<file path="src/rtl/prng_request_arbiter.sv">
`default_nettype none
// ============================================================================
// Module   : prng_request_arbiter
// Purpose  : Round-robin sharing of three CA PRNG words among N_REQ requesters
// Revision : 1.0 - initial release
// ============================================================================
module prng_request_arbiter #(
   parameter int N_REQ  = 4,
   parameter int WIDTH  = 8,
   parameter int WARMUP = 16
) (
   input  logic                     i_clk,
   input  logic                     i_rst,
   input  logic [WIDTH-1:0]         i_rn_0,
   input  logic [WIDTH-1:0]         i_rn_1,
   input  logic [WIDTH-1:0]         i_rn_2,
   input  logic [N_REQ-1:0]         i_req,
   input  logic [2*N_REQ-1:0]       i_src,
   output logic [N_REQ-1:0]         o_ack,
   output logic [WIDTH*N_REQ-1:0]   o_data,
   output logic [N_REQ-1:0]         o_err,
   output logic                     o_ready
);

   localparam int               N_SRC       = 3;
   localparam int               PTR_W       = $clog2(N_REQ);
   localparam logic [PTR_W-1:0] PTR_LAST    = PTR_W'(N_REQ - 1);
   localparam logic [7:0]       WARM_LAST   = 8'(WARMUP);
   localparam logic [1:0]       SRC_ILLEGAL = 2'd3;

   typedef enum logic [0:0] {
      ST_WARMUP = 1'b0,
      ST_RUN    = 1'b1
   } state_t;

   state_t                 state;
   logic [7:0]             warm_cnt;
   logic [PTR_W-1:0]       ptr       [N_SRC];
   logic [WIDTH-1:0]       rn        [N_SRC];
   logic                   win_found [N_SRC];
   logic [PTR_W-1:0]       win_idx   [N_SRC];
   logic [N_REQ-1:0]       eligible;
   logic [N_REQ-1:0]       ack_next;
   logic [N_REQ-1:0]       err_next;
   logic [WIDTH*N_REQ-1:0] data_next;

   assign rn[0] = i_rn_0;
   assign rn[1] = i_rn_1;
   assign rn[2] = i_rn_2;

   // A requester holding its current pulse sits out one cycle.
   assign eligible = i_req & ~o_ack & ~o_err;

   function automatic int wrap(input int v);
      return (v >= N_REQ) ? v - N_REQ : v;
   endfunction

   always_comb begin : arbitrate
      int cand;
      cand = 0;
      for (int s = 0; s < N_SRC; s++) begin
         win_found[s] = 1'b0;
         win_idx[s]   = '0;
         for (int k = 0; k < N_REQ; k++) begin
            cand = wrap(int'(ptr[s]) + k);
            if (!win_found[s] && eligible[cand] && (i_src[2*cand +: 2] == 2'(s))) begin
               win_found[s] = 1'b1;
               win_idx[s]   = PTR_W'(cand);
            end
         end
      end
   end

   always_comb begin : next_outputs
      ack_next  = '0;
      err_next  = '0;
      data_next = o_data;
      for (int r = 0; r < N_REQ; r++) begin
         for (int s = 0; s < N_SRC; s++) begin
            if (win_found[s] && (win_idx[s] == PTR_W'(r))) begin
               ack_next[r]                 = 1'b1;
               data_next[r*WIDTH +: WIDTH] = rn[s];
            end
         end
         if (eligible[r] && (i_src[2*r +: 2] == SRC_ILLEGAL)) begin
            err_next[r] = 1'b1;
         end
      end
   end

   always_ff @(posedge i_clk or posedge i_rst) begin
      if (i_rst) begin
         state    <= ST_WARMUP;
         warm_cnt <= '0;
         o_ack    <= '0;
         o_err    <= '0;
         o_data   <= '0;
         o_ready  <= 1'b0;
         for (int s = 0; s < N_SRC; s++) begin
            ptr[s] <= '0;
         end
      end else begin
         case (state)
            ST_WARMUP: begin
               warm_cnt <= warm_cnt + 8'd1;
               if ((warm_cnt + 8'd1) == WARM_LAST) begin
                  state   <= ST_RUN;
                  o_ready <= 1'b1;
               end
            end
            ST_RUN: begin
               o_ack  <= ack_next;
               o_err  <= err_next;
               o_data <= data_next;
               for (int s = 0; s < N_SRC; s++) begin
                  if (win_found[s]) begin
                     ptr[s] <= (win_idx[s] == PTR_LAST) ? '0 : win_idx[s] + 1'b1;
                  end
               end
            end
            default: state <= ST_WARMUP;
         endcase
      end
   end

endmodule
`default_nettype wire

</file>
<file path="config.mk">
export PLATFORM = sky130hd
export DESIGN_NAME = prng_request_arbiter
export DESIGN_NICKNAME = d
export VERILOG_FILES = /design/src/rtl/prng_request_arbiter.sv
export SDC_FILE = /design/constraint.sdc
export NUM_CORES = 1
export LEC_CHECK = 0
export BUFFER_PORTS_ARGS = -buffer_cell sky130_fd_sc_hd__clkbuf_2
export CORE_ASPECT_RATIO = 0.8
export CORE_MARGIN = 5
export CORE_UTILIZATION = 50
export DETAILED_ROUTE_END_ITERATION = 10
export PLACE_DENSITY = 0.69
export SYNTH_ARGS = -nofsm -noshare
export SYNTH_HDL_FRONTEND = slang
export SYNTH_SLANG_ARGS = --single-unit
</file>
<file path="constraint.sdc">
create_clock -name i_clk -period 11.19 [get_ports i_clk]
set_clock_uncertainty 0.05 [all_clocks]
set_input_delay 0.5595 -clock i_clk [delete_from_list [all_inputs] [get_ports i_clk]]
set_output_delay 0.5595 -clock i_clk [all_outputs]
set_load 0.01 [all_outputs]
</file>
# After elaboration in Yosys (flattened, before gate mapping)
# Cells that the tools add are included.
totals:
  ff_bits: 56
  input_bits: 38
  out_inout_bits: 41
op_classes:
  add_sub_neg: 25
  n_lt_le_gt_ge: 24
  eq_ne: 22
  n_shift: 12
  muxes: 105
  bitwise: 5
  reduce_logical: 65
op_table:
  columns: ["cell", "count"]
  rows:
  - ["< comparator 32 x 4 -> 1 bit, second input constant", 12]
  - ["two-way mux 32 bit", 12]
  - ["variable part select 8 x 32 -> 2 bit", 12]
  - ["two-way mux 8 bit", 12]
  - ["two-way mux 1 bit", 54]
  - ["logical AND 1 bit", 37]
  - ["subtractor 3 x 3 -> 4 bit, second input constant", 9]
  - ["two-way mux 2 bit", 15]
  - ["equality test 2 bit, second input constant", 14]
  - [">= comparator 3 bit, second input constant", 9]
  - ["binary-select mux 1 bit (select 2 bit)", 12]
  - ["adder 2 x 2 -> 3 bit, second input constant", 6]
  - ["AND reduction 2 bit", 8]
  - ["equality test 2 x 1 -> 1 bit, second input constant", 7]
  - ["zero test 2 bit", 7]
  - ["nonzero test 3 bit", 4]
  - ["subtractor 2 x 3 -> 4 bit, second input constant", 3]
  - ["adder 2 x 1 -> 3 bit, second input constant", 3]
  - [">= comparator 2 x 3 -> 1 bit, second input constant", 3]
  - ["zero test 1 bit", 9]
  - ["adder 8 x 1 -> 8 bit, second input constant", 1]
  - ["AND 4 bit", 2]
  - ["equality test 8 x 5 -> 1 bit, second input constant", 1]
  - ["inverter 4 bit", 2]
  - ["other kinds (2)", 4]

# Depth between registers and ports, before layout
depth:
  ltp_word: 25
  depth_mapped: 15

# Worst setup path before layout
# Ideal clock, no wire load.
synth_path:
  path_type: "input to register"
  startpoint: "input port i_req[1]"
  endpoint: "register o_data[17]"
  setup_time_ps: 128
  arrival_ps: 3436
  required_ps: 11012
  setup_slack_ps: 7577
  stages: 12
  path_cell_list: "or3b_1 -> or3_4 -> and2_1 -> o21ai_0 -> a31oi_1 -> o2bb2ai_1 -> inv_1 -> ha_1 -> o31ai_2 -> mux2_2 -> mux2_2 -> mux2_1"
synth_between:
  elab_chain_len: 23
  word_cells_on_any_way: 102
  cone_classes: "eq/ne: 3; mux: 62; bitwise: 2; reduce/logical: 35"
synth_rtl:
  columns: ["element", "line_no", "text"]
  rows:
  - ["from (decl)", "17", "input logic [N_REQ-1:0] i_req,"]
  - ["AND 4 bit * (2 in series)", "52", "assign eligible = i_req & ~o_ack & ~o_err;"]
  - ["binary-select mux 1 bit (select 2 bit)", "66", "if (!win_found[s] && eligible[cand] && (i_src[2*cand +: 2] == 2'(s))) begin"]
  - ["two-way mux 1 bit (not written as such) (2 in series)", "66", null]
  - ["logical AND 1 bit", "66", null]
  - ["two-way mux 1 bit", "66", null]
  - ["zero test 1 bit", "66", null]
  - ["logical AND 1 bit (2 in series)", "66", null]
  - ["two-way mux 1 bit", "66", null]
  - ["[... 3 more ...]", null, null]
  - ["two-way mux 1 bit", "66", null]
  - ["zero test 1 bit", "66", null]
  - ["logical AND 1 bit (2 in series)", "66", null]
  - ["two-way mux 2 bit", "66", null]
  - ["equality test 2 bit", "80", "if (win_found[s] && (win_idx[s] == PTR_W'(r))) begin"]
  - ["logical AND 1 bit", "80", null]
  - ["nonzero test 3 bit (no source line) / two-way mux 8 bit (equally long branches)", null, null]
  - ["AND reduction 2 bit (no source line) / two-way mux 8 bit (equally long branches)", null, null]
  - ["to (signal assigned)", "114", "o_data <= data_next;"]
  - ["to (decl)", "20", "output logic [WIDTH*N_REQ-1:0] o_data,"]
# Mark *: on every way between the ends. The rest lies on a longest branch, timed or not. The select of a mux whose other input is x is not followed.
# A chain may end at the register's enable or synchronous reset.

# Final worst setup path
layout_path:
  startpoint: "register o_err[2]"
  endpoint: "register o_data[1]"
layout_between:
  elab_chain_len: 23
  word_cells_on_any_way: 102
  cone_classes: "mux: 62; bitwise: 2; reduce/logical: 38"
layout_rtl:
  columns: ["element", "line_no", "text"]
  rows:
  - ["from (decl)", "21", "output logic [N_REQ-1:0] o_err,"]
  - ["from (signal assigned)", "113", "o_err <= err_next;"]
  - ["inverter 4 bit *", "52", null]
  - ["AND 4 bit *", "52", null]
  - ["binary-select mux 1 bit (select 2 bit)", "66", null]
  - ["two-way mux 1 bit (not written as such) (2 in series)", "66", null]
  - ["logical AND 1 bit", "66", null]
  - ["two-way mux 1 bit", "66", null]
  - ["zero test 1 bit", "66", null]
  - ["logical AND 1 bit (2 in series)", "66", null]
  - ["[... 4 more ...]", null, null]
  - ["two-way mux 1 bit", "66", null]
  - ["zero test 1 bit", "66", null]
  - ["logical AND 1 bit (2 in series)", "66", null]
  - ["two-way mux 2 bit", "66", null]
  - ["zero test 2 bit", "80", null]
  - ["logical AND 1 bit", "80", null]
  - ["nonzero test 3 bit (no source line) / two-way mux 8 bit (equally long branches)", null, null]
  - ["AND reduction 2 bit (no source line) / two-way mux 8 bit (equally long branches)", null, null]
# Marks and branches as above.

==> flow_metrics.py <==
metrics = {
    "run_status": {
        "run_status": "complete, no violations",
    },
    "sta": {
        "tightest_slew_ns": 0.948,
        "setup_tns_ns": 0,
        "fmax_ghz": 0.227,
        "hold_viol": 0,
        "fin_crit_ns": 4.40,
        "rsz0062_at_grt": "false",
        "period_share": 0.393,
        "hold_ws_ns": 0.370,
        "slew_headroom": 0.364,
        "slew_viol_final": 0,
        "setup-violations-final": 0,
    },
    "cts": {
        "clk_pin_slew_ns": 0.12,
        "cts_tree": "yes",
        "cts_hold_buf": 0,
        "clock-sinks": 56,
        "htree_levels": 2,
        "post_cts_buffers": 0,
        "insertion_delay_ns": 0.32,
        "cts_root_buf": "clkbuf_8",
        "cts.path.max_buffers": 2,
        "cts_buffers": 5,
        "cts-resized-gates": 0,
    },
    "routing": {
        "dr_total_vias": 3544,
        "postRouteAntennaNets": 0,
        "drc": 0,
        "avgViaCountPerCell": 5.87,
        "firstDrtPassIters": 5,
        "drt_iter0_drc": 280,
        "detail_route.wirelength_um": 11300,
        "wl_per_cell_um": 18.7,
    },
    "critical_path": {
        "critPathMaxStageDelay_ns": 0.83,
        "crit_slowest_cell": "a222oi_1",
        "worst_setup_path_end_kind": "flip-flop",
        "path_max_fanout": 7,
        "worstPathArrival_ns": 4.56,
        "crit_required_ns": 11.34,
        "cp_top_family": "compound AO/OA/AOI/OAI gates",
        "path_buf_inv": 2,
        "cp_cell_sequence": "nor3b_1 -> and4b_1 -> o21bai_1 -> o21ai_0 -> a31oi_1 -> o2bb2ai_1 -> inv_1 -> ha_1 -> a222oi_1 -> buf_4 -> mux2_2",
        "crit_path_start_kind": "flip-flop",
        "criticalPathCategory": "flip-flop to flip-flop",
    },
    "worst_hold_path": {
        "hold_class": "input port to async pin",
    },
    "placed_design": {
        "post-dp-hpwl_um": 8580,
        "port_buffers": 78,
        "gp_congestion": 0.963,
    },
    "floorplan": {
        "dieArea_um2": 10700,
        "core_um2": 8480,
        "die_x_um": 114,
        "fp-row-count": 30,
        "start_util": 0.514,
        "num_io_pins": 79,
        "die_h_um": 93.5,
    },
    "synth": {
        "syn_nets": 478,
        "ys_types": 69,
        "synthFlopType": "dfrtp_1",
        "synth.top_cell.area_share": 0.321,
        "ys_warn_count": 0,
        "synth.most_common_cell": "mux2_2",
        "syn_avg_cell_area_um2": 10.5,
        "ys_seq_area_frac": 0.321,
        "synthCells": 414,
        "synth_area_um2": 4360,
        "synth_area_leaders": "dfrtp_1 32%, mux2_2 24%, ha_1 7.5%, inv_1 1.9%, o21ai_0 1.8%",
        "synth_largest_area_cell": "dfrtp_1",
        "ys_ff_latch": 56,
        "synthArstFlopShare": 1.00,
        "synth-edff-count": 0,
        "synth_common_cells": "92 x mux2_2, 56 x dfrtp_1, 26 x ha_1, 22 x inv_1, 20 x nand2_1",
    },
    "power_and_ir_drop": {
        "p_total_w": 0.00154,
        "total_leakage_power_nw": 2.22,
        "irDropWorstVdd_mv": 0.141,
        "power_density_nw_per_um2": 309,
    },
    "grt": {
        "grt_max_degree": 57,
        "antenna_found_initial": 0,
        "grt_pass1_vias": 3588,
        "grt_overflow": 0,
        "grt_usage": 0.217,
        "grt_pass1_wl_um": 18600,
    },
    "flow_run": {
        "maxCapViolCount": 0,
    },
    "cells_and_area": {
        "n_antenna_cell": 0,
        "fillers": 767,
        "area_growth_pct": 13.9,
        "nets": 555,
        "fin_util": 0.586,
        "final_layout_size_suffix_gt1_frac": 0.421,
    },
}
[worst paths after layout]
check / start / to / slack, ns / depth (start not counted)
min in group i_clk: warm_cnt[7] / warm_cnt[7] / 0.44 / 1
setup / recovery: o_err[2] / o_data[1] / 6.79 / 11
setup reg to reg: o_err[2] / o_data[1] / 6.79 / 11
hold reg to reg: warm_cnt[7] / warm_cnt[7] / 0.44 / 1
max in group asynchronous: i_rst / o_data[16] / 10.21 / 3
hold / removal: i_rst / o_data[8] / 0.37 / 3
[final cells by class]
class                           count  area, µm²  area share
Clock inverter                      2       38.8     0.00781
Tap cell                          112        140      0.0282
Sequential cell                    56       1400       0.282
Clock buffer                        6       72.6      0.0146
Timing Repair Buffer               83        428      0.0861
Multi-Input combinational cell    322       2800       0.564
Inverter                           23       86.3      0.0174
[placed cells by master, fill, tap and decap left out, drive strengths merged, types with 5 or more instances in the layout]
cell type,synthesis,routed
nand2b,7,7
mux2,98,98
ha,26,26
xnor2,6,6
nor3b,6,6
nand4,6,6
nor3,13,13
nand3,11,11
inv,22,23
buf,8,5
clkbuf,5,84
nand2,24,24
nor2,17,17
o21ai,16,16
a21oi,12,12
dfrtp,56,56
[kinds of logic after synthesis]
| group | count (synthesis) | share of synthesized area |
|---|---|---|
| AND/OR/NAND/NOR | 108 | 0.146 |
| multiplexers | 102 | 0.262 |
| AO/OA/AOI/OAI | 78 | 0.143 |
| flip-flops | 56 | 0.321 |
| buffers and inverters | 36 | 0.0362 |
| adder cells (fa/ha/maj) | 26 | 0.0746 |
| XOR/XNOR | 8 | 0.0161 |
[metrics by stage]
stage	instance area, µm²	setup WS [ns]	std cells
final	4970	6.79	604
after floorplan	4360	7.58	414
after detailed placement	4860	6.77	596
after CTS	4970	6.88	604
after global placement	4860	6.82	596
after global routing	4970	6.54	604
[flip-flops by register name, summed over array words and instances, names as in the netlist]
| register | count |
|---|---|
| state | 1 |
| o_data | 32 |
| ptr | 6 |
| o_err | 4 |
| o_ready | 1 |
| o_ack | 4 |
| warm_cnt | 8 |
[worst min-delay path, stage by stage]
cell	delay, ns
clkbuf_2	0.08
inv_2	0.03
buf_4	0.57
[routing by layer]
metal  part of all wire  up-vias  track usage
met5                  0        -            0
met3              0.060        8       0.0427
met1               0.46     1738        0.308
li1                   -     1709            -
met4             0.0093        0       0.0564
met2               0.47       89        0.336
[power breakdown]
part	internal, W	total [W]	switching (W)	leakage [nW]
sequential	0.000290	0.000374	0.0000836	0.676
clock	0.0000679	0.000141	0.0000734	0.0558
combinational	0.000499	0.00102	0.000521	1.48
Power figures use the tool's default switching activity.
